[config.mk]
export PLATFORM = sky130hd
export DESIGN_NAME = div_unit
export DESIGN_NICKNAME = d
export VERILOG_FILES = /design/src/rtl/div_unit_pkg.sv /design/src/rtl/div_step.sv /design/src/rtl/div_unit.sv
export SDC_FILE = /design/constraint.sdc
export NUM_CORES = 1
export LEC_CHECK = 0
export BUFFER_PORTS_ARGS = -buffer_cell sky130_fd_sc_hd__buf_2
export CAP_MARGIN = 20
export CELL_PAD_IN_SITES_DETAIL_PLACEMENT = 0
export CELL_PAD_IN_SITES_GLOBAL_PLACEMENT = 1
export CORE_MARGIN = 3
export CORE_UTILIZATION = 44
export DETAILED_ROUTE_END_ITERATION = 7
export MAX_ROUTING_LAYER = met4
export PLACE_DENSITY_LB_ADDON = 0.1
export SLEW_MARGIN = 20
export SYNTH_ARGS = -nofsm -noshare
export SYNTH_HDL_FRONTEND = slang
export SYNTH_HIERARCHICAL = 1
export SYNTH_SLANG_ARGS = --single-unit
[constraint.sdc]
create_clock -name CLK -period 3.45 [get_ports CLK]
set_clock_uncertainty 0.05 [all_clocks]
set_input_delay 0.1725 -clock CLK [delete_from_list [all_inputs] [get_ports CLK]]
set_output_delay 0.1725 -clock CLK [all_outputs]
set_load 0.01 [all_outputs]
[src/rtl/div_unit_pkg.sv]
// Shared definitions for the iterative restoring divider: default width,
// FSM encoding and iteration-count constants.
package div_unit_pkg;

   localparam int DIV_WIDTH  = 32;
   localparam int ITER_COUNT = 32;
   localparam int CNT_W      = 5;

   typedef enum logic [1:0] {
      S_IDLE = 2'd0,
      S_RUN  = 2'd1,
      S_FIX  = 2'd2
   } div_state_t;

   // Counter value on which the final restoring step is taken.
   function automatic logic [CNT_W-1:0] last_iter();
      return CNT_W'(ITER_COUNT - 1);
   endfunction

endpackage

[src/rtl/div_step.sv]
// One combinational restoring-division iteration: shift {rem,quo} left by one,
// trial-subtract the divisor over WIDTH+1 bits, keep or restore.
module div_step
   import div_unit_pkg::*;
#(
   parameter int WIDTH = DIV_WIDTH
) (
   input  logic [WIDTH-1:0] i_rem,
   input  logic [WIDTH-1:0] i_quo,
   input  logic [WIDTH-1:0] i_div,
   output logic [WIDTH-1:0] o_rem,
   output logic [WIDTH-1:0] o_quo
);

   logic             w_carry;
   logic [WIDTH-1:0] w_low;
   logic [WIDTH:0]   w_diff;
   logic             w_ge;

   // The bit shifted out of rem is the WIDTH+1'th bit of the shifted value;
   // when set, the shifted value always exceeds the divisor.
   assign w_carry = i_rem[WIDTH-1];
   assign w_low   = {i_rem[WIDTH-2:0], i_quo[WIDTH-1]};
   assign w_diff  = {1'b0, w_low} - {1'b0, i_div};
   assign w_ge    = w_carry | ~w_diff[WIDTH];

   assign o_rem = w_ge ? w_diff[WIDTH-1:0] : w_low;
   assign o_quo = {i_quo[WIDTH-2:0], w_ge};

endmodule

[src/rtl/div_unit.sv]
// Iterative 32-bit DIV/DIVU unit with start/busy/done handshake.
// Optional divide-by-zero fast path and DZ flag: define DIV_ZERO_DETECT_EN.
module div_unit
   import div_unit_pkg::*;
#(
   parameter int WIDTH = DIV_WIDTH
) (
   input  logic             CLK,
   input  logic             RESET,
   input  logic             START,
   input  logic             SIGNED,
   input  logic [WIDTH-1:0] A,
   input  logic [WIDTH-1:0] B,
   output logic             BUSY,
   output logic             DONE,
`ifdef DIV_ZERO_DETECT_EN
   output logic             DZ,
`endif
   output logic [WIDTH-1:0] LO,
   output logic [WIDTH-1:0] HI
);

   div_state_t       r_state;
   div_state_t       w_next;
   logic [CNT_W-1:0] r_cnt;
   logic [WIDTH-1:0] r_rem;
   logic [WIDTH-1:0] r_quo;
   logic [WIDTH-1:0] r_div;
   logic [WIDTH-1:0] r_lo;
   logic [WIDTH-1:0] r_hi;
   logic             r_neg_q;
   logic             r_neg_r;
   logic             r_done;

   logic             w_a_neg;
   logic             w_b_neg;
   logic [WIDTH-1:0] w_a_abs;
   logic [WIDTH-1:0] w_b_abs;
   logic [WIDTH-1:0] w_step_rem;
   logic [WIDTH-1:0] w_step_quo;
   logic [WIDTH-1:0] w_lo_fix;
   logic [WIDTH-1:0] w_hi_fix;
   logic             w_skip_run;
   logic             w_capture;
   logic             w_step;
   logic             w_fix;

   assign w_a_neg = SIGNED & A[WIDTH-1];
   assign w_b_neg = SIGNED & B[WIDTH-1];
   assign w_a_abs = w_a_neg ? (~A + WIDTH'(1'b1)) : A;
   assign w_b_abs = w_b_neg ? (~B + WIDTH'(1'b1)) : B;

`ifdef DIV_ZERO_DETECT_EN
   logic r_dz_pend;
   logic r_dz;
   assign w_skip_run = (B == {WIDTH{1'b0}});
`else
   assign w_skip_run = 1'b0;
`endif

   div_step #(.WIDTH(WIDTH)) u_step (
      .i_rem (r_rem),
      .i_quo (r_quo),
      .i_div (r_div),
      .o_rem (w_step_rem),
      .o_quo (w_step_quo)
   );

   // State register.
   always_ff @(posedge CLK) begin
      if (RESET) begin
         r_state <= S_IDLE;
      end else begin
         r_state <= w_next;
      end
   end

   // Next-state logic; START is only honoured in IDLE.
   always_comb begin
      w_next = r_state;
      case (r_state)
         S_IDLE: begin
            if (START) begin
               w_next = w_skip_run ? S_FIX : S_RUN;
            end else begin
               w_next = S_IDLE;
            end
         end
         S_RUN: begin
            if (r_cnt == last_iter()) begin
               w_next = S_FIX;
            end else begin
               w_next = S_RUN;
            end
         end
         S_FIX:   w_next = S_IDLE;
         default: w_next = S_IDLE;
      endcase
   end

   // Per-state datapath controls.
   always_comb begin
      w_capture = 1'b0;
      w_step    = 1'b0;
      w_fix     = 1'b0;
      case (r_state)
         S_IDLE:  w_capture = START;
         S_RUN:   w_step    = 1'b1;
         S_FIX:   w_fix     = 1'b1;
         default: w_capture = 1'b0;
      endcase
   end

   // Sign correction; remainder follows the dividend's sign.
   always_comb begin
      w_lo_fix = r_neg_q ? (~r_quo + WIDTH'(1'b1)) : r_quo;
      w_hi_fix = r_neg_r ? (~r_rem + WIDTH'(1'b1)) : r_rem;
`ifdef DIV_ZERO_DETECT_EN
      if (r_dz_pend) begin
         w_lo_fix = {WIDTH{1'b0}};
      end else begin
         w_lo_fix = r_neg_q ? (~r_quo + WIDTH'(1'b1)) : r_quo;
      end
`endif
   end

   // Operand capture, iteration, and result registers.
   always_ff @(posedge CLK) begin
      if (RESET) begin
         r_cnt   <= {CNT_W{1'b0}};
         r_rem   <= {WIDTH{1'b0}};
         r_quo   <= {WIDTH{1'b0}};
         r_div   <= {WIDTH{1'b0}};
         r_neg_q <= 1'b0;
         r_neg_r <= 1'b0;
         r_lo    <= {WIDTH{1'b0}};
         r_hi    <= {WIDTH{1'b0}};
         r_done  <= 1'b0;
`ifdef DIV_ZERO_DETECT_EN
         r_dz_pend <= 1'b0;
         r_dz      <= 1'b0;
`endif
      end else begin
         if (w_capture) begin
            // On the zero-divisor fast path |A| goes straight to rem so the
            // sign fix-up reproduces A on HI.
            r_rem   <= w_skip_run ? w_a_abs : {WIDTH{1'b0}};
            r_quo   <= w_a_abs;
            r_div   <= w_b_abs;
            r_neg_q <= w_a_neg ^ w_b_neg;
            r_neg_r <= w_a_neg;
            r_cnt   <= {CNT_W{1'b0}};
`ifdef DIV_ZERO_DETECT_EN
            r_dz_pend <= w_skip_run;
`endif
         end else if (w_step) begin
            r_rem <= w_step_rem;
            r_quo <= w_step_quo;
            r_cnt <= r_cnt + CNT_W'(1'b1);
         end
         r_done <= w_fix;
         if (w_fix) begin
            r_lo <= w_lo_fix;
            r_hi <= w_hi_fix;
`ifdef DIV_ZERO_DETECT_EN
            r_dz <= r_dz_pend;
`endif
         end
      end
   end

   assign BUSY = (r_state != S_IDLE);
   assign DONE = r_done;
   assign LO   = r_lo;
   assign HI   = r_hi;
`ifdef DIV_ZERO_DETECT_EN
   assign DZ   = r_dz;
`endif

endmodule

# Yosys cells after proc, flatten, opt, wreduce, memory -nomap -nowiden
# Index checks and enable logic that the tools add are counted.
[op_classes] n_mux=13 n_reduce_logical=4 n_addsub=6 n_bitwise=9 n_eq_ne=3
[ops] operator="$mux 32" count=7
[ops] operator="$add 32x1->32 const B" count=4
[ops] operator="$not 32->32" count=4
[ops] operator="$sub 32x32->33" count=1
[ops] operator="$add 5x1->5 const B" count=1
[ops] operator="$eq 5x5->1 const B" count=1
[ops] operator="$mux 1" count=4
[ops] operator="$pmux 2 s2" count=1
[ops] operator="$reduce_bool 2->1" count=2
[ops] operator="$and 1x1->1" count=2
[ops] operator="$eq 2x1->1 const B" count=1
[ops] operator="$eq 2x2->1 const B" count=1
[ops] operator="$logic_not 2->1" count=1
[ops] operator="$mux 2" count=1
[ops] operator="$reduce_or 2->1" count=1
[ops] operator="$not 1->1" count=1
[ops] operator="$or 1x1->1" count=1
[ops] operator="$xor 1x1->1" count=1
[totals] reg_bits=170 wordCells=45 output_inout_bits=66

# Longest topological paths before layout
[logic_depth] depth_word=5 mapped_depth=17 ltp_nobuf=14

# Cells and area by module
# Netlist, hierarchy kept.
[by_module_without_submodules] module="div_unit" cells_each=1112 seq_area_each_um2=3403.3 area_each_um2=8933.6 n_inst=1
[by_module_without_submodules] module="div_step" cells_each=366 seq_area_each_um2=0.0 area_each_um2=2351.0 n_inst=1

# Worst setup path before layout
# Ideal clock, no wire load.
[synth_path] path_type="register to register" from="register r_quo[31]" to="register r_rem[26]" setup_time_ps=132 setup_slack_ps=336 required_time_ps=3268 synth_period_minus_slack_ps=3114 path_stages_with_launch=15 arrival_ps=2932 n_path_buf=0 cell_sequence="dfxtp_1 > inv_1 > ha_1 > fa_1 > nand2b_1 > a21oi_2 > o211ai_2 > o21bai_1 > a21boi_1 > or4_1 > o32ai_1 > xnor2_1 > o21ai_1 > nand2_1 > a21oi_1"
[synth_between] elab_chain_len=4
[synth_rtl] element="from (decl)" line_no="div_unit.sv:27" rtl="logic [WIDTH-1:0] r_quo;"
[synth_rtl] element="from (signal assigned)" line_no="div_unit.sv:132" rtl="r_quo <= {WIDTH{1'b0}};"
[synth_rtl] element="from (signal assigned)" line_no="div_unit.sv:148" rtl="r_quo <= w_a_abs;"
[synth_rtl] element="from (signal assigned)" line_no="div_unit.sv:158" rtl="r_quo <= w_step_quo;"
[synth_rtl] element="$sub 32x32->33 (*)" line_no="div_step.sv:24" rtl="assign w_diff = {1'b0, w_low} - {1'b0, i_div};"
[synth_rtl] element="$not 1->1" line_no="div_step.sv:25" rtl="assign w_ge = w_carry | ~w_diff[WIDTH];"
[synth_rtl] element="$or 1x1->1" line_no="div_step.sv:25"
[synth_rtl] element="$mux 32 (*)" line_no="div_step.sv:27" rtl="assign o_rem = w_ge ? w_diff[WIDTH-1:0] : w_low;"
[synth_rtl] element="net w_step_rem[26]" line_no="div_unit.sv:39" rtl="logic [WIDTH-1:0] w_step_rem;"
[synth_rtl] element="to (signal assigned)" line_no="div_unit.sv:131" rtl="r_rem <= {WIDTH{1'b0}};"
[synth_rtl] element="to (signal assigned)" line_no="div_unit.sv:147" rtl="r_rem <= w_skip_run ? w_a_abs : {WIDTH{1'b0}};"
[synth_rtl] element="to (signal assigned)" line_no="div_unit.sv:157" rtl="r_rem <= w_step_rem;"
[synth_rtl] element="to (decl)" line_no="div_unit.sv:26" rtl="logic [WIDTH-1:0] r_rem;"
# The timed path passes the listed nets; every way through them passes the cells marked *.
# A chain may end at the register's enable or synchronous reset.

# Final worst setup path
# Same ends and word-level chain as after synthesis.

==> flow_summary.toml <==
[outcome]
outcome = "completed"

[min_path]
hold_class = "input port to flip-flop"

[critical_path]
startpoint_type = "flip-flop"
cpPeakStageDelay_ns = 0.55
path_max_fanout = 3
crit_type = "flip-flop to flip-flop"
crit_chain = "inv_1, ha_1, fa_1, nand2b_1, a21oi_2, o211ai_2, o21bai_2, a21boi_2, or4_4, o32ai_2, xnor2_1, o21ai_1, nand2_1, a21oi_1"
critical-path-top-delay-family = "compound AO/OA/AOI/OAI gates"
cp_num_buf_inv = 1
cp.arrival_ns = 3.41
cp-end-kind = "flip-flop"
worstPathRequired_ns = 3.68
critPathSlowestCell = "or4_4"

[detailed_routing]
first_pass_iters = 5
drt-total-wl_mm = 31.8
ant_nets = 0
drt-initial-drc-count = 749
wl_per_cell_microns = 16.9
vias = 10400
drc_errors = 0
viasPerCell = 5.56

[clock_network]
clk_path_buf_depth = 2
htree_num_levels = 4
cts.sinks = 170
cts-root-buf = "clkbuf_16"
cts_tree = "built"
clkLatencyLatePin_ns = 0.42
clkTransAtPathRegs_ns = 0.07
numCtsBuffers = 17

[floorplanning]
start_util = 0.456
die_w_microns = 166
ios = 134
die_area_sq_um = 27600
die_y_microns = 166
num_rows = 57
coreArea_sq_um = 24700

[sta]
tightestPinTransition_ns = 0.891
setup_viol = 0
rsz0062_at_grt = "no"
period_share = 0.922
fmax_ghz = 0.315
drv_slew = 0
tns_ns = 0
slew_headroom = 0.406
period_needed_ns = 3.18
hold_viol_final = 0

[flow_run]
max-cap-violations = 0

[synth]
syn_area_sq_um = 11300
synth_edf_count = 0
yosysSeqAreaShare = 0.302
synthCells = 1478
yosys-top-cells-area = "dfxtp_1, nand2_1, xor2_1"
yosysWarnings = 6
synthFlopType = "dfxtp_1"
yosysTopAreaCell = "dfxtp_1"
syn_area_per_cell_sq_um = 7.64
synth_nets = 1585
ys_types = 79
yosysTopAreaCellShare = 0.302
ys_async_sr_fraction = 0
ys_ff_latch = 170

[placed_design]
dp_hpwl_mm = 23.8
place_inst = 1844
io_buffers = 133
place_congestion = 0.923

[finish]
drive_gt1_frac = 0.151
stdcell_count = 1876
fin_nets = 1648
diodes = 0
multi_input_area_sq_um = 7050
seq_area_sq_um = 3400
num-fill-cells = 2439
area_growth_pct = 12.2

[global_route]
grt_max_degree = 91
grt_pass1_vias = 9467
antenna_found_initial = 0
grt_use_total = 0.232
grt_overflow = 0
grt_pass1_wl_mm = 52.0

[power]
cellPowerDensity_nw_per_um2 = 857
p_leak_nw = 4.98
max-vdd-ir-drop_v = 0.00105
## worst reg2reg max path: cells and delay by family, from the launching register on
family	cells	cell delay [ns]
adders and majority gates	2	0.61
buffers and inverters	1	0.06
xor gates and xnor gates	1	0.15
DFF	1	0.33
AOI/OAI and AO/OA	7	1.05
and+or+nand+nor	3	0.80
## layer usage
| metal | GRT usage | vias up | routed length (microns) |
|---|---|---|---|
| met3 | 0.0309 | 13 | 1890 |
| met4 | 0.0452 | 0 | 215 |
| met2 | 0.290 | 295 | 12000 |
| met1 | 0.384 | 4707 | 17700 |
| met5 | - | - | 0 |
| li1 | - | 5420 | - |
## flip-flops by register name (all words and copies together), names as in the netlist
name / cells
HI: 32
LO: 32
r_div: 32
r_quo: 32
r_rem: 32
r_cnt: 5
r_state: 2
DONE: 1
r_neg_q: 1
r_neg_r: 1
## synthesized netlist by cell type, types with 27 or more instances
| library cell | count |
|---|---|
| o21ai_0 | 56 |
| a211oi_1 | 69 |
| o31ai_1 | 27 |
| ha_1 | 38 |
| o21ai_1 | 34 |
| xor2_1 | 80 |
| nor2_1 | 141 |
| nand2_1 | 196 |
| buf_4 | 36 |
| nor3_1 | 31 |
| xnor2_1 | 50 |
| a21oi_1 | 92 |
| clkbuf_1 | 81 |
| dfxtp_1 | 170 |
| inv_1 | 60 |
## per-stage QoR
stage | utilization | total power [mW] | hold WS, ns | area, sq um | setup slack (ns)
finish | 0.512 | 10.9 | 0.0162 | 12700 | 0.270
CTS | 0.510 | 10.8 | 0.00149 | 12600 | 0.0877
global placement | 0.487 | 8.83 | 0.381 | 12100 | 0.219
floorplan | - | 7.66 | 0.233 | 11300 | 0.336
detailed placement | 0.487 | 8.88 | 0.392 | 12100 | 0.103
global route | 0.512 | 11.8 | 0.0176 | 12700 | 0.0134
## cell type report
type	instances	share of cell area
Timing Repair Buffer	176	0.0795
Sequential cell	170	0.269
Tap cell	324	0.0320
Multi-Input combinational cell	1115	0.557
Clock buffer	20	0.0353
Clock inverter	10	0.00959
Inverter	61	0.0181
## layout by cell type, fill, tap and decap left out, types with 38 or more instances in the layout
cell,instances
a211oi_1,69
buf_4,42
o21ai_0,56
nand2_1,196
buf_2,132
ha_1,38
nor2_1,140
xor2_1,80
inv_1,60
a21oi_1,92
xnor2_1,50
dfxtp_1,170
## kinds of logic (layout without fill, tap and decap cells)
logic type	count (synthesis)	after routing	share of synthesized area
and+or+nand+nor	513	513	0.211
adders and majority gates	39	39	0.0439
DFF	170	170	0.302
buffers and inverters	193	267	0.0773
xor gates and xnor gates	130	130	0.101
muxes	12	12	0.0109
AOI/OAI and AO/OA	421	421	0.254
## final timing paths
path,cells past startpoint,slack (ns),to,from
max reg2reg,14,0.27,r_rem[26]$_SDFFE_PP0N_,r_quo[31]$_SDFFE_PP0P_
min reg2reg,2,0.40,HI[18]$_SDFFE_PP0P_,HI[18]$_SDFFE_PP0P_
max,14,0.27,r_rem[26]$_SDFFE_PP0N_,r_quo[31]$_SDFFE_PP0P_
min,3,0.02,r_div[17]$_SDFFE_PP0N_,B[17]
## timing repair
| action | 4_1_cts | 5_1_grt |
|---|---|---|
| endpoints found under the hold margin | 1 | 0 |
| hold buffers | 1 | 0 |
| endpoints found under the setup margin | 0 | 2 |
| buffers inserted | 0 | 1 |
| gates resized for setup | 0 | 5 |
## power breakdown
group	total [mW]	leakage [nW]	switching (mW)	internal (mW)
combinational	6.45	3.33	3.82	2.63
clock	1.89	0.265	0.813	1.08
sequential	2.51	1.38	0.323	2.19
Power figures use the tool's default switching activity.
